[config.mk]
export PLATFORM = sky130hd
export DESIGN_NAME = taxi_led_sreg_rx
export DESIGN_NICKNAME = d
export VERILOG_FILES = /design/src/rtl/taxi_led_sreg_rx.sv
export SDC_FILE = /design/constraint.sdc
export NUM_CORES = 1
export LEC_CHECK = 0
export BUFFER_PORTS_ARGS = -buffer_cell sky130_fd_sc_hd__buf_2
export CAP_MARGIN = 20
export CORE_ASPECT_RATIO = 1.25
export CORE_MARGIN = 2
export CORE_UTILIZATION = 50
export CTS_CLUSTER_SIZE = 28
export DETAILED_ROUTE_END_ITERATION = 6
export HOLD_SLACK_MARGIN = 0.12
export PLACE_DENSITY = 0.74
export SLEW_MARGIN = 40
export SYNTH_ARGS = -nofsm -noshare
export SYNTH_HDL_FRONTEND = slang
export SYNTH_SLANG_ARGS = --single-unit
[constraint.sdc]
create_clock -name clk -period 5.4 [get_ports clk]
set_input_delay 1.08 -clock clk [delete_from_list [all_inputs] [get_ports clk]]
set_output_delay 1.08 -clock clk [all_outputs]
set_load 0.01 [all_outputs]
[src/rtl/taxi_led_sreg_rx.sv]
// taxi_led_sreg_rx
//   Receive end of the LED shift-register link (sreg_d / sreg_clk / sreg_ld).
//   All three link lines are oversampled in the clk domain. A rising link
//   clock shifts one data bit in, and a rising load strobe latches the
//   parallel word. Frames with the wrong bit count are flagged and counted.
//
// Ports
//   clk          local clock, at least 4x the link clock
//   rst          synchronous active-high reset
//   sreg_d       serial data (asynchronous)
//   sreg_clk     link shift clock (asynchronous)
//   sreg_ld      link load strobe (asynchronous)
//   led_out      latched parallel LED word
//   frame_valid  one-cycle pulse, good frame latched
//   frame_err    one-cycle pulse, load seen with bit count != COUNT
//   frame_cnt    good-frame counter, wraps
//   err_cnt      bad-frame counter, saturates
module taxi_led_sreg_rx #(
  parameter int COUNT       = 8,
  parameter int REVERSE     = 0,
  parameter int SYNC_STAGES = 2,
  parameter int CNT_W       = 16
) (
  input  logic             clk,
  input  logic             rst,
  input  logic             sreg_d,
  input  logic             sreg_clk,
  input  logic             sreg_ld,
  output logic [COUNT-1:0] led_out,
  output logic             frame_valid,
  output logic             frame_err,
  output logic [CNT_W-1:0] frame_cnt,
  output logic [CNT_W-1:0] err_cnt
);

  // The bit counter must be able to hold COUNT+1 so that an overflowing
  // frame stays distinguishable from a complete one.
  localparam int BCW = $clog2(COUNT + 2);
  localparam logic [BCW-1:0] BC_FULL = BCW'(COUNT);
  localparam logic [BCW-1:0] BC_MAX  = BCW'(COUNT + 1);

  function automatic logic [BCW-1:0] bit_cnt_sat_inc(input logic [BCW-1:0] v);
    return (v == BC_MAX) ? v : v + BCW'(1);
  endfunction

  function automatic logic [CNT_W-1:0] err_cnt_sat_inc(input logic [CNT_W-1:0] v);
    return (&v) ? v : v + CNT_W'(1);
  endfunction

  logic [SYNC_STAGES-1:0] d_sync_q, d_sync_d;
  logic [SYNC_STAGES-1:0] c_sync_q, c_sync_d;
  logic [SYNC_STAGES-1:0] l_sync_q, l_sync_d;
  logic                   c_hist_q, c_hist_d;
  logic                   l_hist_q, l_hist_d;
  logic [COUNT-1:0]       sreg_q, sreg_d_n;
  logic [BCW-1:0]         bit_cnt_q, bit_cnt_d;
  logic [COUNT-1:0]       led_q, led_d;
  logic                   frame_valid_q, frame_valid_d;
  logic                   frame_err_q, frame_err_d;
  logic [CNT_W-1:0]       frame_cnt_q, frame_cnt_d;
  logic [CNT_W-1:0]       err_cnt_q, err_cnt_d;

  logic d_s, c_s, l_s, c_rise, l_rise;

  assign d_s    = d_sync_q[SYNC_STAGES-1];
  assign c_s    = c_sync_q[SYNC_STAGES-1];
  assign l_s    = l_sync_q[SYNC_STAGES-1];
  assign c_rise = c_s & ~c_hist_q;
  assign l_rise = l_s & ~l_hist_q;

  always_comb begin
    d_sync_d      = {d_sync_q[SYNC_STAGES-2:0], sreg_d};
    c_sync_d      = {c_sync_q[SYNC_STAGES-2:0], sreg_clk};
    l_sync_d      = {l_sync_q[SYNC_STAGES-2:0], sreg_ld};
    c_hist_d      = c_s;
    l_hist_d      = l_s;
    sreg_d_n      = sreg_q;
    bit_cnt_d     = bit_cnt_q;
    led_d         = led_q;
    frame_valid_d = 1'b0;
    frame_err_d   = 1'b0;
    frame_cnt_d   = frame_cnt_q;
    err_cnt_d     = err_cnt_q;

    // Shift first so a load in the same cycle sees the bit just received.
    if (c_rise) begin
      if (REVERSE != 0) begin
        sreg_d_n = {d_s, sreg_q[COUNT-1:1]};
      end else begin
        sreg_d_n = {sreg_q[COUNT-2:0], d_s};
      end
      bit_cnt_d = bit_cnt_sat_inc(bit_cnt_q);
    end

    if (l_rise) begin
      if (bit_cnt_d == BC_FULL) begin
        led_d         = sreg_d_n;
        frame_valid_d = 1'b1;
        frame_cnt_d   = frame_cnt_q + CNT_W'(1);
      end else begin
        frame_err_d = 1'b1;
        err_cnt_d   = err_cnt_sat_inc(err_cnt_q);
      end
      bit_cnt_d = '0;
    end
  end

  always_ff @(posedge clk) begin
    if (rst) begin
      d_sync_q      <= '0;
      c_sync_q      <= '0;
      l_sync_q      <= '0;
      c_hist_q      <= 1'b0;
      l_hist_q      <= 1'b0;
      sreg_q        <= '0;
      bit_cnt_q     <= '0;
      led_q         <= '0;
      frame_valid_q <= 1'b0;
      frame_err_q   <= 1'b0;
      frame_cnt_q   <= '0;
      err_cnt_q     <= '0;
    end else begin
      d_sync_q      <= d_sync_d;
      c_sync_q      <= c_sync_d;
      l_sync_q      <= l_sync_d;
      c_hist_q      <= c_hist_d;
      l_hist_q      <= l_hist_d;
      sreg_q        <= sreg_d_n;
      bit_cnt_q     <= bit_cnt_d;
      led_q         <= led_d;
      frame_valid_q <= frame_valid_d;
      frame_err_q   <= frame_err_d;
      frame_cnt_q   <= frame_cnt_d;
      err_cnt_q     <= err_cnt_d;
    end
  end

  assign led_out     = led_q;
  assign frame_valid = frame_valid_q;
  assign frame_err   = frame_err_q;
  assign frame_cnt   = frame_cnt_q;
  assign err_cnt     = err_cnt_q;

endmodule

==> results of run 1 <==
-- per-layer routing --
| metal | global-route usage (%) | routed length [µm] | up-vias |
|---|---|---|---|
| li1 | - | - | 1109 |
| met1 | 21.6 | 2180 | 1012 |
| met2 | 29.5 | 2490 | 46 |
| met3 | 4.77 | 225 | 8 |
| met4 | 7.84 | 72 | 0 |
| met5 | 0 | 0 | - |
-- logic make-up (layout without fill, tap and decap cells) --
family	count (synthesis)	after routing	share of synthesized area [%]
xor+xnor	22	22	7.32
fa+ha+maj	4	4	1.90
mux	9	9	3.42
buf+inv	17	66	2.90
simple gates	129	129	24.7
flops	62	62	47.1
compound gates	47	47	12.6
-- cells in the mapped netlist (all sizes together) (2+ instances only) --
cell type  number  share of area, %
dfxtp          62                47
nor2           43               6.2
nand2          17               2.4
xnor2          17               5.7
nor2b          13               3.1
nor3           13               2.7
a21oi          11               2.1
o21ai          11               2.4
nand3          10               1.9
a211oi          9               2.6
clkbuf          9               1.3
mux2i           9               3.4
and3            7               1.7
nor4            7               1.9
or3             7               1.7
o211ai          5               1.4
xor2            5               1.7
buf             4               1.0
ha              4               1.9
inv             4              0.57
nand4           4              0.95
o21a            3              0.86
nand3b          2              0.57
nor3b           2              0.57
o2111ai         2              0.67
or4             2              0.57
-- power by group through the flow --
stage,clock [µW],combinational (µW),sequential (µW)
finish,387,25.9,464
global route,416,28.7,464
CTS,391,26.2,464
detailed placement,0,26.2,474
global placement,0,25.2,474
floorplan,0,20.4,474
-- how the worst max path moves through the flow --
stage / to / slack [ns] / cells past startpoint
final: err_cnt[6] / 2.82 / 6
after CTS: err_cnt[6] / 2.80 / 6
after detailed placement: err_cnt[6] / 2.82 / 6
after global placement: err_cnt[6] / 2.90 / 6
after floorplan: frame_cnt[0] / 3.41 / 9
after global routing: err_cnt[6] / 2.62 / 6
-- worst max-delay path, cell delays in order (launching register included) --
cell and delay, ns:
dfxtp_1 0.31, and2b_1 0.52, a21oi_1 0.24, o22ai_4 0.58
o21ai_2 0.27, or4_1 0.45, a21oi_1 0.14
-- final cells by class --
type / instances / area, µm² / share of cell area [%]
clock buffers: 9 / 124 / 4.03
clock inverters: 7 / 65.1 / 2.12
inverters: 4 / 15.0 / 0.489
multi-input cells: 211 / 1320 / 42.8
flip-flops and latches: 62 / 1240 / 40.4
well taps: 62 / 77.6 / 2.53
repair buffers: 46 / 233 / 7.58
-- flip-flops by register name (all words and copies together) (netlist names) --
| register | cells |
|---|---|
| bit_cnt_q | 4 |
| d_sync_q | 2 |
| sreg_q | 8 |
| led_out | 8 |
| c_sync_q | 2 |
| frame_err | 1 |
| l_hist_q | 1 |
| frame_cnt | 16 |
| l_sync_q | 2 |
| frame_valid | 1 |
| err_cnt | 16 |
| c_hist_q | 1 |
-- metrics by stage --
step                area [µm²]  instances  power (µW)
global route              3070        401         909
CTS                       3070        401         881
detailed placement        2880        385         500
finish                    3070        401         876
floorplan                 2630        290         494
global placement          2880        385         499
==> out/metrics.cfg, run 1 <==
[worst_setup_path]
cp_max_fo = 25
crit_path_start_kind = register
required_ns = 5.66
rr_startpoint = c_hist_q
path_class = reg -> reg
end_kind = register
reg2reg_to = err_cnt[6]
rr_worst_depth = 6
cp-startpoint = c_hist_q
rrSetupSlack_ns = 2.82
critPathArrivalTime_ns = 2.84

[cells_and_area]
final_common_cell = dfxtp_1
drive_gt1_share_pct = 20.9
final_core_util_pct = 60.4
mostFrequentLayoutCells = dfxtp_1 (62), buf_2 (45), nor2_1 (42)
antenna_cells = 0
fillers = 469
final_net_count = 343
areaGrowthSynthToFinish_pct = 16.6

[synth]
synthCells = 290
synth_area_um2 = 2630
async_flop_share_pct = 0
synthFlopType = dfxtp_1
ys_seq_area_share_pct = 47.1
ys_warn_count = 0
synth-edff-count = 0
avgSynthCellArea_um2 = 9.08
ys_ff_latch = 62
synth_nets = 299
synth.distinct_cells = 41

[drt]
avgViaCountPerCell = 5.42
final_antenna_net_count = 0
wire_per_inst_um = 12.4
dr.pass1.iters = 4
drt_iter0_drc = 86
drc = 0
wl_um = 4960
dr_total_vias = 2175

[power_and_ir_drop]
powerDensity_nw_per_um2 = 285
seqPwrFrac_pct = 52.9
comb_power_share_pct = 3.0
peakVddDrop_mv = 0.283
p_int_uw = 679
sw_frac_of_total_pct = 22.5
switchingPower_uw = 197
clkPwrFrac_pct = 44.1
p_leak_uw = 0.00118

[floorplan]
die_area_um2 = 5870
coreArea_um2 = 5080
initial_core_util_pct = 51.8
ioPinCount = 47
fp-row-count = 29
die_w_um = 68.9
die_h_um = 85.1

[worst_hold_path]
hold_path.class = reg -> reg
min-delay-start = d_sync_q[0]
hold_end = d_sync_q[1]
whs_path_depth = 1

[clock_tree]
path_clk_slew_ns = 0.07
clock-sinks = 62
clockBufferDepth = 2
postCtsSetupRepairBufs = 0
clk_latency_ns = 0.33
post_cts_resized = 0
ctsHoldBuffers = 0
cts-root-buf = clkbuf_8
cts_tree = done
ctsHtreeMaxLevel = 3
cts_buffers = 9

[sta]
tns_ns = 0
slew_viol_final = 0
setup_viol = 0
rsz0062_at_grt = no
max_freq_mhz = 387
fin_hold_ws_ns = 0.438
finClkSkew_ns = 0.00693
post-route-period-util_pct = 47.8
finalCriticalPeriod_ns = 2.58
slew_headroom_pct = 44.9
hold_viol = 0
layout_setup_ws_ns = 2.82
tightestPinTransition_ns = 0.825

[global_routing]
grt_pass1_vias = 1975
antenna_found_initial = 0
grt_pass1_wl_um = 8120
grt_usage_pct = 18.0
grt_max_degree = 64
gr-total-overflow = 0

[placed_design]
port_buffers = 46
gp_congestion = 0.836
place_ws_ns = 2.82
hpwl_um = 3340

[run]
drv_cap = 0

[status]
outcome = complete, no violations

No activity file was read; power rests on OpenSTA's default activity.
==> inputs of run 2 (changes only) <==
CORE_UTILIZATION = 49   (was 50)
PLACE_DENSITY = 0.75   (was 0.74)
clock period = 2.2 ns   (was 5.4 ns; I/O delays follow)
==> out/metrics.cfg, run 2 (synthesis gave the netlist of run 1 again) <==
[power_and_ir_drop]
comb_power_share_pct = 3.1
switchingPower_uw = 495
seqPwrFrac_pct = 46.6
p_int_uw = 1950
powerDensity_nw_per_um2 = 743
p_leak_uw = 0.00128
sw_frac_of_total_pct = 20.3
clkPwrFrac_pct = 50.3
peakVddDrop_mv = 0.443

[drt]
wl_um = 5220
dr.pass1.iters = 4
dr_total_vias = 2234
avgViaCountPerCell = 5.40
drt_iter0_drc = 99
drc = 0
wire_per_inst_um = 12.6
final_antenna_net_count = 0

[global_routing]
gr-total-overflow = 0
grt_pass1_vias = 2050
grt_usage_pct = 18.2
grt_pass1_wl_um = 8850
grt_max_degree = 42
antenna_found_initial = 0

[worst_setup_path]
path_class = reg -> reg
cp_max_fo = 17
end_kind = register
critPathArrivalTime_ns = 2.32
crit_path_start_kind = register
required_ns = 2.44

[sta]
setup_viol = 0
tightestPinTransition_ns = 0.712
max_freq_mhz = 479
hold_viol = 0
post-route-period-util_pct = 94.9
rsz0062_at_grt = yes
finClkSkew_ns = 0.0109
slew_viol_final = 0
layout_setup_ws_ns = 0.113
finalCriticalPeriod_ns = 2.09
slew_headroom_pct = 52.5

[cells_and_area]
instances_no_fill = 414
drive_gt1_share_pct = 25.3
fillers = 435
final_common_cell = dfxtp_1
antenna_cells = 0
register_area_um2 = 1240
mostFrequentLayoutCells = dfxtp_1 (62), buf_2 (46), nor2_1 (41)
multiInputGateArea_um2 = 1350
final_net_count = 356
areaGrowthSynthToFinish_pct = 24.9

[status]
outcome = complete, no violations

[placed_design]
gp_congestion = 0.799
place_ws_ns = -0.0707
hpwl_um = 3510
port_buffers = 46
placedCellCount = 395

[floorplan]
fp-row-count = 29
initial_core_util_pct = 51.5
coreArea_um2 = 5120
die_h_um = 86.0
ioPinCount = 47
die_w_um = 69.6
die_area_um2 = 5980

[run]
drv_cap = 0

[clock_tree]
clock-sinks = 62
path_clk_slew_ns = 0.07
clk_latency_ns = 0.34
ctsHoldBuffers = 0
clockBufferDepth = 2
cts-root-buf = clkbuf_8
cts_tree = done
ctsHtreeMaxLevel = 3
cts_buffers = 9

[worst_hold_path]
hold_path.class = in -> reg

==> run 2: cell types whose count changed in the layout (fill, tap and decap cells not counted), moves of 2 or more <==
cell and change:
buf_12 +2, buf_4 +10, bufinv_16 +2, clkinv_2 -4
nor4_1 -3, nor4_2 +3
==> run 2: timing repair <==
action | 4_1_cts | 5_1_grt
pin swaps | 1 | 4
endpoints found under the setup margin | 6 | 20
gates resized for setup | 2 | 5
setup buffers | 0 | 3
==> run 2: power groups by stage <==
stage                     logic, µW  registers [µW]  clock network, µW
after CTS                      74.8            1140               1250
after global placement         71.8            1160                  0
after global routing           85.1            1140               1300
after floorplan                50.1            1160                  0
final                          76.1            1140               1230
after detailed placement       73.1            1160                  0
==> run 2: through the flow <==
| step | setup TNS, ns | util, % | area, µm² | power, µW | hold WS (ns) |
|---|---|---|---|---|---|
| floorplan | 0 | - | 2630 | 1210 | 0.414 |
| global placement | 0 | 58.2 | 2980 | 1230 | 0.418 |
| detailed placement | -0.163 | 58.2 | 2980 | 1240 | 0.427 |
| CTS | 0 | 63.3 | 3240 | 2460 | 0.297 |
| global route | -0.133 | 64.2 | 3290 | 2520 | 0.315 |
| finish | 0 | 64.2 | 3290 | 2440 | 0.309 |
==> run 2: final timing paths <==
| path | start | endpoint | slack (ns) | depth (start not counted) |
|---|---|---|---|---|
| max | bit_cnt_q[0] | frame_cnt[15] | 0.11 | 8 |
| min | sreg_d | d_sync_q[0] | 0.31 | 2 |
| max reg2reg | bit_cnt_q[0] | frame_cnt[15] | 0.11 | 8 |
| min reg2reg | c_sync_q[0] | c_sync_q[1] | 0.44 | 1 |
==> run 2: routing by layer <==
metal  global-route usage [%]  wire (µm)
met3                     5.29        196
met2                     30.9       2560
met1                     21.3       2390
met5                        0          0
met4                     8.20         75
==> run 2: worst max-delay path, cell delays in order, from the launching register on <==
cell and delay [ns]:
dfxtp_1 0.37, ha_1 0.21, nand3b_1 0.14, a21oi_1 0.31, o22ai_4 0.19, buf_12 0.19
nor4_1 0.37, xnor2_1 0.17, nor2_1 0.05
==> run 2: final cells by class <==
type                            count  area share (%)
Sequential cell                    62            37.8
Timing Repair Buffer               59            10.7
Tap cell                           62            2.36
Multi-Input combinational cell    211            41.1
Inverter                            4           0.457
Clock inverter                      5            3.24
Clock buffer                       11            4.30
==> inputs of run 3 (changes only) <==
ABC_AREA = 1   (was unset)
CORE_UTILIZATION = 50   (was 49)
==> out/metrics.cfg, run 3 <==
[worst_hold_path]
hold_path.class = in -> reg

[sta]
tns_ns = 0
slew_headroom_pct = 64.0
finalCriticalPeriod_ns = 1.93
hold_viol = 0
tightestPinTransition_ns = 0.539
post-route-period-util_pct = 87.6
layout_setup_ws_ns = 0.273
max_freq_mhz = 519
fin_hold_ws_ns = 0.299
rsz0062_at_grt = no
setup_viol = 0
finClkSkew_ns = 0.0112
slew_viol_final = 0

[floorplan]
die_area_um2 = 6990
die_w_um = 75.2
fp-row-count = 32
coreArea_um2 = 6170
die_h_um = 93.0
ioPinCount = 47
initial_core_util_pct = 51.4

[drt]
avgViaCountPerCell = 4.86
dr.pass1.iters = 4
drt_iter0_drc = 143
wl_um = 6780
drc = 0
dr_total_vias = 2890
wire_per_inst_um = 11.4
final_antenna_net_count = 0

[power_and_ir_drop]
peakVddDrop_mv = 0.407
p_leak_uw = 0.00153
powerDensity_nw_per_um2 = 667

[worst_setup_path]
critPathBufInv = 1
path_class = reg -> reg
critical-path-top-delay-family = simple AND/OR/NAND/NOR gates
slowest_stage = dfxtp_1
crit_chain = ha_1 > inv_1 > nor2_4 > nand2_2 > nor2_4 > nand4_4 > nand3_4 > nand2_1 > a21oi_1
crit_top_cell = nor2_4
critPathArrivalTime_ns = 2.20
crit_path_start_kind = register
required_ns = 2.47
end_kind = register
slowest_delay_ns = 0.40
cp_max_fo = 17

[global_routing]
antenna_found_initial = 0
grt_pass1_vias = 2740
grt_max_degree = 27
grt_usage_pct = 21.2
grt_pass1_wl_um = 11600
gr-total-overflow = 0

[cells_and_area]
mostFrequentLayoutCells = nand2_1 (139), dfxtp_1 (62), inv_1 (55)
areaGrowthSynthToFinish_pct = 16.6
final_core_util_pct = 59.9
drive_gt1_share_pct = 17.5
final_common_cell = nand2_1
final_net_count = 514
antenna_cells = 0

[clock_tree]
post_cts_resized = 0
clk_latency_ns = 0.35
ctsHoldBuffers = 0
cts_tree = done
path_clk_slew_ns = 0.07
clock-sinks = 62
postCtsSetupRepairBufs = 0
cts_buffers = 9
cts-root-buf = clkbuf_8
ctsHtreeMaxLevel = 3
clockBufferDepth = 2

[placed_design]
gp_congestion = 0.906
place_ws_ns = 0.293
hpwl_um = 4780
port_buffers = 46

[synth]
yosysMostFrequentCell = nand2_1
avgSynthCellArea_um2 = 6.88
synthFlopType = dfxtp_1
synth.distinct_cells = 29
synth_nets = 469
synth_area_um2 = 3170
synth.top_cell.area_share_pct = 39.2
synthCells = 460
synth-edff-count = 0
ys_seq_area_share_pct = 39.2
yosys.area.top_type = dfxtp_1
synthTopCellsByCount = nand2_1 (139), dfxtp_1 (62), inv_1 (55), nor2_1 (51), a21oi_1 (31)
ys_warn_count = 0
yosys-top-cells-area = dfxtp_1 (39%), nand2_1 (16%), inv_1 (6.5%)
async_flop_share_pct = 0
ys_ff_latch = 62

[run]
drv_cap = 0

[status]
outcome = complete, no violations

run 3: cell types whose count changed in the layout (fill, tap and decap cells not counted), moves of 13 or more:
cell | before | now
a21oi_1 | 10 | 31
inv_1 | 4 | 55
nand2_1 | 17 | 139
nand4_1 | 4 | 20
nor2b_1 | 13 | 0
run 3: worst paths after layout:
| check | from | endpoint | slack (ns) | cells past startpoint |
|---|---|---|---|---|
| max | err_cnt[1] | err_cnt[1] | 0.27 | 9 |
| min | sreg_ld | l_sync_q[0] | 0.30 | 3 |
| max reg2reg | err_cnt[1] | err_cnt[1] | 0.27 | 9 |
| min reg2reg | c_sync_q[0] | c_sync_q[1] | 0.41 | 2 |
run 3: stage by stage:
step / cells / total power [µW] / instance area, µm²
floorplan: 460 / 1230 / 3170
global placement: 579 / 1250 / 3440
detailed placement: 579 / 1250 / 3440
CTS: 595 / 2490 / 3690
global route: 595 / 2550 / 3690
finish: 595 / 2460 / 3690
run 3: cell type report:
| type | count | area [µm²] |
|---|---|---|
| clock inverters | 5 | 106 |
| repair buffers | 49 | 253 |
| inverters | 63 | 238 |
| well taps | 85 | 106 |
| multi-input cells | 320 | 1610 |
| clock buffers | 11 | 141 |
| fillers | 600 | 2470 |
| flip-flops and latches | 62 | 1240 |
run 3: power by group:
group	switching, µW	internal (µW)
logic	57.7	23.7
registers	7.52	1140
clock network	450	785
run 3: worst reg2reg max path, cell delays in order, from the launching register on:
cell and delay, ns:
dfxtp_1 0.40, ha_1 0.25, inv_1 0.09, nor2_4 0.18
nand2_2 0.09, nor2_4 0.14, nand4_4 0.22, nand3_4 0.28
nand2_1 0.08, a21oi_1 0.14
run 3: cell families (layout without fill, tap and decap cells):
group,count (synthesis),count (layout),share of synthesized area [%]
adder cells (fa/ha/maj),4,4,1.58
XOR/XNOR,20,20,5.53
AND/OR/NAND/NOR,250,250,35.8
buffers and inverters,78,128,10.1
multiplexers,1,1,0.316
AO/OA/AOI/OAI,45,45,7.47
flip-flops,62,62,39.2
run 3: routing by layer:
layer / up-vias / global-route usage (%) / share of wire [%]
li1: 1526 / - / -
met1: 1277 / 25.2 / 45
met2: 66 / 35.2 / 49
met3: 21 / 5.39 / 4.2
met4: 0 / 9.50 / 2.3
met5: - / 0 / 0
